--- src/rtl/ru_unit.sv ---
// rtl/ru_unit.sv - constant-multiply unit with exp2 decompose or add/sub, one registered stage
// Build option RU_SAT_EN: saturate add/sub results instead of wrapping.
module ru_unit #(
  parameter int Bf              = 8,
  parameter int FIX_POINT_WIDTH = 16
) (
  input  logic                       clk,
  input  logic                       rst,
  input  logic [FIX_POINT_WIDTH-1:0] in0,
  input  logic [FIX_POINT_WIDTH-1:0] in1,
  input  logic                       s_mux,
  input  logic [2:0]                 s_mult,
  output logic [FIX_POINT_WIDTH-1:0] u,
  output logic [FIX_POINT_WIDTH-1:0] out0,
  output logic [FIX_POINT_WIDTH-1:0] out1
);

  localparam int W = FIX_POINT_WIDTH;

  // Round-to-nearest fixed-point encoding of a real constant, evaluated at elaboration.
  function automatic logic signed [W-1:0] to_fix(input real k);
    real s;
    s = k * (2.0 ** Bf);
    if (s >= 0.0) return W'($rtoi(s + 0.5));
    else          return W'(-$rtoi(-s + 0.5));
  endfunction

  localparam logic signed [W-1:0] K0 = to_fix(1.0);
  localparam logic signed [W-1:0] K1 = to_fix(1.4426950408889634);
  localparam logic signed [W-1:0] K2 = to_fix(0.6931471805599453);
  localparam logic signed [W-1:0] K3 = to_fix(0.7071067811865476);
  localparam logic signed [W-1:0] K4 = to_fix(0.7978845608028654);
  localparam logic signed [W-1:0] K5 = to_fix(0.5);
  localparam logic signed [W-1:0] K6 = to_fix(0.044715);
  localparam logic signed [W-1:0] K7 = to_fix(-1.0);

  localparam logic signed [2*W-1:0] RND  = {{(2*W-1){1'b0}}, 1'b1} << (Bf - 1);
  localparam logic signed [2*W-1:0] PMAX = {{(W+1){1'b0}}, {(W-1){1'b1}}};
  localparam logic signed [2*W-1:0] PMIN = {{(W+1){1'b1}}, {(W-1){1'b0}}};
  localparam logic [W-1:0]          FRAC_MASK = {{(W-Bf){1'b0}}, {Bf{1'b1}}};

  // Narrow a W+1-bit add/sub result to W bits.
  function automatic logic [W-1:0] reduce(input logic [W:0] v);
`ifdef RU_SAT_EN
    if (v[W] != v[W-1]) return v[W] ? {1'b1, {(W-1){1'b0}}} : {1'b0, {(W-1){1'b1}}};
    return v[W-1:0];
`else
    return v[W-1:0];
`endif
  endfunction

  logic signed [W-1:0]   kq;
  logic signed [W-1:0]   x;
  logic signed [2*W-1:0] p;
  logic signed [2*W-1:0] ps_full;
  logic signed [W-1:0]   u_next;
  logic [W:0]            sum;
  logic [W:0]            dif;
  logic [W-1:0]          out0_next;
  logic [W-1:0]          out1_next;

  always_comb begin
    kq        = K0;
    x         = '0;
    p         = '0;
    ps_full   = '0;
    u_next    = '0;
    sum       = '0;
    dif       = '0;
    out0_next = '0;
    out1_next = '0;

    case (s_mult)
      3'd0:    kq = K0;
      3'd1:    kq = K1;
      3'd2:    kq = K2;
      3'd3:    kq = K3;
      3'd4:    kq = K4;
      3'd5:    kq = K5;
      3'd6:    kq = K6;
      default: kq = K7;
    endcase

    x       = s_mux ? in1 : in0;
    p       = $signed({{W{x[W-1]}}, x}) * $signed({{W{kq[W-1]}}, kq});
    ps_full = (p + RND) >>> Bf;

    if (ps_full > PMAX)      u_next = PMAX[W-1:0];
    else if (ps_full < PMIN) u_next = PMIN[W-1:0];
    else                     u_next = ps_full[W-1:0];

    sum = {in0[W-1], in0} + {u_next[W-1], u_next};
    dif = {in0[W-1], in0} - {u_next[W-1], u_next};

    if (s_mux) begin
      out0_next = reduce(sum);
      out1_next = reduce(dif);
    end else begin
      // Floor integer part plus non-negative fraction, so u = out0*2^Bf + out1.
      out0_next = u_next >>> Bf;
      out1_next = u_next & FRAC_MASK;
    end
  end

  always_ff @(posedge clk) begin
    if (!rst) begin
      u    <= '0;
      out0 <= '0;
      out1 <= '0;
    end else begin
      u    <= u_next;
      out0 <= out0_next;
      out1 <= out1_next;
    end
  end

endmodule

--- config.mk ---
export PLATFORM = sky130hd
export DESIGN_NAME = ru_unit
export DESIGN_NICKNAME = d
export VERILOG_FILES = /design/src/rtl/ru_unit.sv
export SDC_FILE = /design/constraint.sdc
export NUM_CORES = 1
export LEC_CHECK = 0
export CORE_MARGIN = 1
export CORE_UTILIZATION = 37
export CTS_BUF_LIST = sky130_fd_sc_hd__clkbuf_8
export DETAILED_ROUTE_END_ITERATION = 7
export SYNTH_ARGS = -nofsm -noshare
export SYNTH_HDL_FRONTEND = slang
export SYNTH_SLANG_ARGS = --single-unit
--- constraint.sdc ---
create_clock -name clk -period 21.6 [get_ports clk]
set_input_delay 4.32 -clock clk [delete_from_list [all_inputs] [get_ports clk]]
set_output_delay 4.32 -clock clk [all_outputs]
set_load 0.01 [all_outputs]
### Yosys cells after proc, flatten, opt, wreduce, memory -nomap -nowiden

Cells that the tools add are included.

| word-level totals | value |
|---|---|
| bits in registers | 48 |
| latch bits | 0 |
| RAM bits | 0 |
| memory bits (read-only) | 0 |
| memories | 0 |

| cells by class | value |
|---|---|
| add/sub/neg operators | 3 |
| multipliers | 1 |
| div/mod/pow operators | 0 |
| $lt $le $gt $ge | 2 |
| equal/unequal tests | 6 |
| shift operators | 0 |
| mux-type cells | 6 |
| bitwise logic cells | 0 |
| reduce and logical (&&, ||, !) cells | 2 |

Operators by type and width:

| kind | number |
|---|---|
| $pmux 16 s7 | 1 |
| $mux 16 | 4 |
| $add 32x9->32 const B | 1 |
| $mul 16x16->32 | 1 |
| $gt 24x16->1 const B | 1 |
| $lt 24x16->1 const B | 1 |
| $add 16x16->16 | 1 |
| $sub 16x16->16 | 1 |
| $eq 3x3->1 const B | 3 |
| $mux 8 | 1 |
| $eq 3x2->1 const B | 2 |
| $eq 3x1->1 const B | 1 |
| $logic_not 3->1 | 1 |
| $reduce_and 2->1 | 1 |

### Logic depth before layout (Yosys ltp)

| depth | value |
|---|---|
| depth after elaboration | 9 |
| gate-level depth with buffers | 44 |

### Worst setup path before layout

OpenSTA, ideal clock, no wires.

| path | value |
|---|---|
| kind | input -> register |
| from | input s_mux |
| to | register out0[15] |
| library setup time | 70 ps |
| data arrival time | 14362 ps |
| required time | 21530 ps |
| path slack | 7168 ps |
| cell stages on the path | 40 |
| path buffers | 5 |
| path through | buf_6 -> clkbuf_1 -> clkbuf_1 -> clkbuf_1 -> mux2i_1 -> nor2_1 -> fa_1 -> inv_1 -> fa_1 -> fa_1 -> inv_1 -> fa_1 -> fa_1 -> inv_1 -> fa_1 -> inv_1 -> ha_1 -> a21o_1 -> (+4 left out) -> nand3_1 -> a211oi_1 -> o211ai_1 -> o21ai_1 -> clkbuf_1 -> nand2_1 -> ha_1 -> a21o_1 -> a21oi_1 -> o21bai_1 -> a21oi_1 -> o21ba_2 -> o21ai_0 -> o41ai_1 -> o41ai_1 -> mux2i_1 -> or3_1 -> a21oi_1 |

| on the way | value |
|---|---|
| cells in the longest elaborated chain, start to end | 8 |
| elaborated cells between the ends (all ways) | 9 |
| those cells by class | add/sub: 2; mul: 1; order compare: 2; mux: 4 |

Ends and longest elaborated chain:

| what | line | text |
|---|---|---|
| start, declared | 11 | `input logic s_mux,` |
| $mux 16 (*) | 84 | `x = s_mux ? in1 : in0;` |
| $mul 16x16->32 (*) | 85 | `p = $signed({{W{x[W-1]}}, x}) * $signed({{W{kq[W-1]}}, kq});` |
| $add 32x9->32 (*) | 86 | `ps_full = (p + RND) >>> Bf;` |
| $lt 24x16->1 | 89 | `else if (ps_full < PMIN) u_next = PMIN[W-1:0];` |
| $mux 16 | 89 |  |
| $mux 16 (*) | 88 | `if (ps_full > PMAX) u_next = PMAX[W-1:0];` |
| named net u_next[1] | 56 | `logic signed [W-1:0] u_next;` |
| $add 16x16->16 (*) | 92 | `sum = {in0[W-1], in0} + {u_next[W-1], u_next};` |
| $mux 16 (*) | 95 | `if (s_mux) begin` |
| end signal, assigned | 112 | `out0 <= out0_next;` |
| end, declared | 14 | `output logic [FIX_POINT_WIDTH-1:0] out0,` |

Mark *: on every way through the listed nets, which the timed path passes. The rest lies on a longest branch.
A chain may end at the register's enable or synchronous reset.

### Final worst setup path

| path | value |
|---|---|
| from | input s_mult[2] |
| to | register out0[15] |

| on the way | value |
|---|---|
| cells in the longest elaborated chain, start to end | 9 |
| elaborated cells between the ends (all ways) | 16 |
| those cells by class | add/sub: 2; mul: 1; order compare: 2; eq/ne: 6; mux: 4; reduce/logical: 1 |

Ends and longest elaborated chain:

| what | line | text |
|---|---|---|
| start, declared | 12 | `input logic [2:0] s_mult,` |
| $eq 3x3->1 (tied with other cells) | 73 | `case (s_mult)` |
| $pmux 16 s7 (*) | 73 |  |
| $mul 16x16->32 (*) | 85 |  |
| $add 32x9->32 (*) | 86 |  |
| $lt 24x16->1 | 89 |  |
| $mux 16 | 89 |  |
| $mux 16 (*) | 88 |  |
| named net u_next[1] | 56 |  |
| $add 16x16->16 (*) | 92 |  |
| $mux 16 (*) | 95 |  |

Marked as above.

==> results.md <==
- The flow ran to the end, and the final reports show no timing, DRC or antenna violations.
- The critical path's largest stage delay is approximately 820 ps.
- The number of synthesized register bits is 48.
- Counting I/O delays and the setup requirement, the final critical path takes 16,260 ps.
- The final worst-path cycle share is 0.753.
- The antenna violation net count after detailed routing is 0.
- The nature of the critical path endpoint is a flop.
- Among all stages on the critical path, the largest delay is contributed by sky130_fd_sc_hd__and3_1.
- The most used flip-flop cell after synthesis is sky130_fd_sc_hd__dfxtp_1.
- After routing the design area is between 10,000 and 15,000 sq um.
- The initial antenna violation count was 0.
- The detailed-route wire length is 32,300 microns.
- The clock tree from TritonCTS is yes.
- The number of failing setup endpoints in the final timing report is 0.
- The die is 184 microns wide.
- The path with the worst hold slack has its endpoint at out0[1]$_SDFF_PN0_.
- The number of instances on the worst hold path is 4.
- The Yosys step of the flow raised 0 warnings.
- The kind of start point of the critical path is a primary input.
- The count of boundary I/O pins is 86.
- The total congestion overflow is 0.
- The final core area utilization is 0.422.
- In the final layout, the share of cells above drive strength 1 is 0.0529.
- The final hold violation count is 0.
- The number of enable-type register cells in the synthesized netlist is 0.
- Setup repair after global routing left no endpoint under its margin.
- Adding up every negative setup slack in the final design gives 0 ps.
- The number of instances in the synthesized netlist is 1,367.
- The maximum fanout encountered on the critical timing path is 50.
- After the first detailed-routing iteration, the DRC count stood at 470.
- In the global route stage, overall resource usage came out at 0.204.
- After clock tree synthesis, the setup repair step added 0 buffers.
- The register clock-pin slew on the reported worst setup and hold paths is ~90 ps.
- The number of clock sinks is 48.
- Once detailed placement completed, the half-perimeter wirelength came to 27,700 microns.
- At the end of routability-driven placement, the weighted congestion stood at 0.890.
- For this run, the register share of the synthesized area comes to 0.0783.
- The number of slew-limit violations in the final report is 0.
- The post-layout net count is 1,833.
- The wire length of the first global-routing pass is 53,000 microns.
- The initial utilization of the core area, before any placement, comes to 0.376.
- The floorplan die height is 184 microns.
- Counting distinct cell types in the post-synthesis netlist gives 62.
- The placed cell area is 13,700 sq um.
- After detailed routing, the number of vias per cell comes to 5.03.
- The buffer levels on the longest clock path is 2.
- The mapped cell area is 12,300 sq um.
- The maximum number of pins on one net before global-route repair is 51.
- In this run the standard cell core region covers 32,600 sq um.
- Data on the critical path is required at its endpoint by 21,850 ps.
- The number of gates resized after cts is 0.
- The number of buffer cells added on primary ports is 85.
- The library cell used most frequently in the layout, excluding fill and tap cells, is sky130_fd_sc_hd__inv_1.
- The number of violations of the max-capacitance limit is 0.
- At the worst endpoint, the arrival time is about 17,000 ps.
- The cell row count is 66.
- The first-pass detailed-route iteration total is 5.
- The startpoint identified for the worst hold timing path is s_mux.
- The area growth from synthesis to layout is 12.1%.
- When the netlist entered floorplanning its net count stood at 1,764.
- By startpoint and endpoint, the worst setup path is classified as in -> reg.
- The worst min-delay path class is in -> reg.
- The number of global-route vias before repair is 10,298.
- The number of design rule violations left after detail routing is 0.
- The routed layout has 9,456 vias.
- The tree is rooted in a sky130_fd_sc_hd__clkbuf_8.
- Dividing the detail-routed wire length by the instance count gives between 15 and 20 microns.
- The floorplan step defined a die boundary enclosing 33,900 sq um.
- In the layout the commonest cells are 310 x sky130_fd_sc_hd__inv_1, 237 x sky130_fd_sc_hd__fa_1, 150 x sky130_fd_sc_hd__nor2_1, 122 x sky130_fd_sc_hd__ha_1, 84 x sky130_fd_sc_hd__clkdlybuf4s50_1.
- The hold buffer count at CTS is 0.
- The number of clock buffers added by TritonCTS is 5.
- The number of H-tree branching levels is 2.
- The maximum frequency from static timing analysis is between 0.06 and 0.07 GHz.
- The transition at the pin with the smallest max-transition slack is 1110 ps.
- The repair_antennas step left the layout with diodes totalling 0.
- For this run, asynchronously set or reset flops after synthesis account for 0.
- The worst relative slew slack is 0.238.
- The average instance in the mapped netlist occupies 8.98 sq um.
[cell usage after synthesis, types with 7 or more instances]
| cell | count | share of area |
|---|---|---|
| sky130_fd_sc_hd__xor2_1 | 12 | 0.0086 |
| sky130_fd_sc_hd__o221ai_1 | 7 | 0.0050 |
| sky130_fd_sc_hd__xnor2_1 | 46 | 0.033 |
| sky130_fd_sc_hd__fa_1 | 237 | 0.39 |
| sky130_fd_sc_hd__o21bai_1 | 17 | 0.010 |
| sky130_fd_sc_hd__o21ai_0 | 27 | 0.011 |
| sky130_fd_sc_hd__inv_1 | 310 | 0.095 |
| sky130_fd_sc_hd__nand2b_1 | 8 | 0.0041 |
| sky130_fd_sc_hd__nand2_1 | 82 | 0.025 |
| sky130_fd_sc_hd__dfxtp_1 | 48 | 0.078 |
| sky130_fd_sc_hd__ha_1 | 122 | 0.12 |
| sky130_fd_sc_hd__a21oi_1 | 48 | 0.020 |
| sky130_fd_sc_hd__or2_2 | 17 | 0.0087 |
| sky130_fd_sc_hd__nor2_1 | 150 | 0.046 |
| sky130_fd_sc_hd__o41ai_1 | 7 | 0.0050 |
| sky130_fd_sc_hd__o21ai_2 | 7 | 0.0050 |
| sky130_fd_sc_hd__nor2b_1 | 9 | 0.0046 |
| sky130_fd_sc_hd__a21o_1 | 17 | 0.010 |
| sky130_fd_sc_hd__or3_1 | 8 | 0.0041 |
| sky130_fd_sc_hd__clkbuf_1 | 37 | 0.011 |
| sky130_fd_sc_hd__mux2i_1 | 19 | 0.015 |
| sky130_fd_sc_hd__nor3_1 | 14 | 0.0057 |
| sky130_fd_sc_hd__and2_1 | 15 | 0.0076 |
| sky130_fd_sc_hd__mux2_2 | 12 | 0.011 |
[metal layers]
layer  share of wire  routed length, microns  vias to the layer above  track usage
met3           0.049                    1590                       44       0.0237
met4           0.021                     665                        0       0.0473
met2            0.51                   16400                      265        0.369
li1                -                       -                     4392            -
met1            0.42                   13700                     4755        0.257
met5               0                       0                        -            0
[worst max-delay path, delay by kind of cell]
family          cells  cell delay, ps
mux                 1             170
fa+ha+maj           8            3540
xor+xnor            1              80
compound gates     15            3790
buf+inv             9            2270
simple gates        7            2300
[state kept, by name, summed over array words and instances (netlist names)]
name / flops
u: 16
out1: 16
out0: 16
[kinds of logic (layout without fill, tap and decap cells)]
family / Yosys count / after routing / synth area share
adder cells (fa/ha/maj): 362 / 362 / 0.513
buffers and inverters: 351 / 421 / 0.109
AND/OR/NAND/NOR: 328 / 328 / 0.120
AO/OA/AOI/OAI: 187 / 187 / 0.109
XOR/XNOR: 59 / 59 / 0.0432
flip-flops: 48 / 48 / 0.0783
multiplexers: 32 / 32 / 0.0277
[through the flow]
step / cells / hold slack (ps) / worst slack, ps
2_1_floorplan: 1367 / 4460 / 7170
3_3_place_gp: 1871 / 5060 / 5610
3_5_place_dp: 1871 / 5060 / 5250
4_1_cts: 1879 / 4760 / 5570
5_1_grt: 1879 / 4790 / 4560
6_report: 1879 / 4790 / 5340
[worst max path at each step]
stage          startpoint  depth (start not counted)                  end
5_1_grt         s_mult[2]                         41  out0[15]$_SDFF_PN0_
4_1_cts         s_mult[2]                         41  out0[15]$_SDFF_PN0_
3_5_place_dp    s_mult[2]                         41  out0[15]$_SDFF_PN0_
2_1_floorplan       s_mux                         40  out0[15]$_SDFF_PN0_
3_3_place_gp    s_mult[2]                         41  out0[15]$_SDFF_PN0_
6_report        s_mult[2]                         41  out0[15]$_SDFF_PN0_
[final cells by class]
| type | count | area [sq um] |
|---|---|---|
| Clock buffer | 6 | 82.6 |
| Clock inverter | 2 | 15.0 |
| Fill cell | 3255 | 18900 |
| Inverter | 310 | 1160 |
| Multi-Input combinational cell | 968 | 9990 |
| Sequential cell | 48 | 961 |
| Tap cell | 442 | 553 |
| Timing Repair Buffer | 103 | 981 |
Power is not shown: default switching activity piles up to over one toggle a cycle in this logic, so the estimate is an artifact.
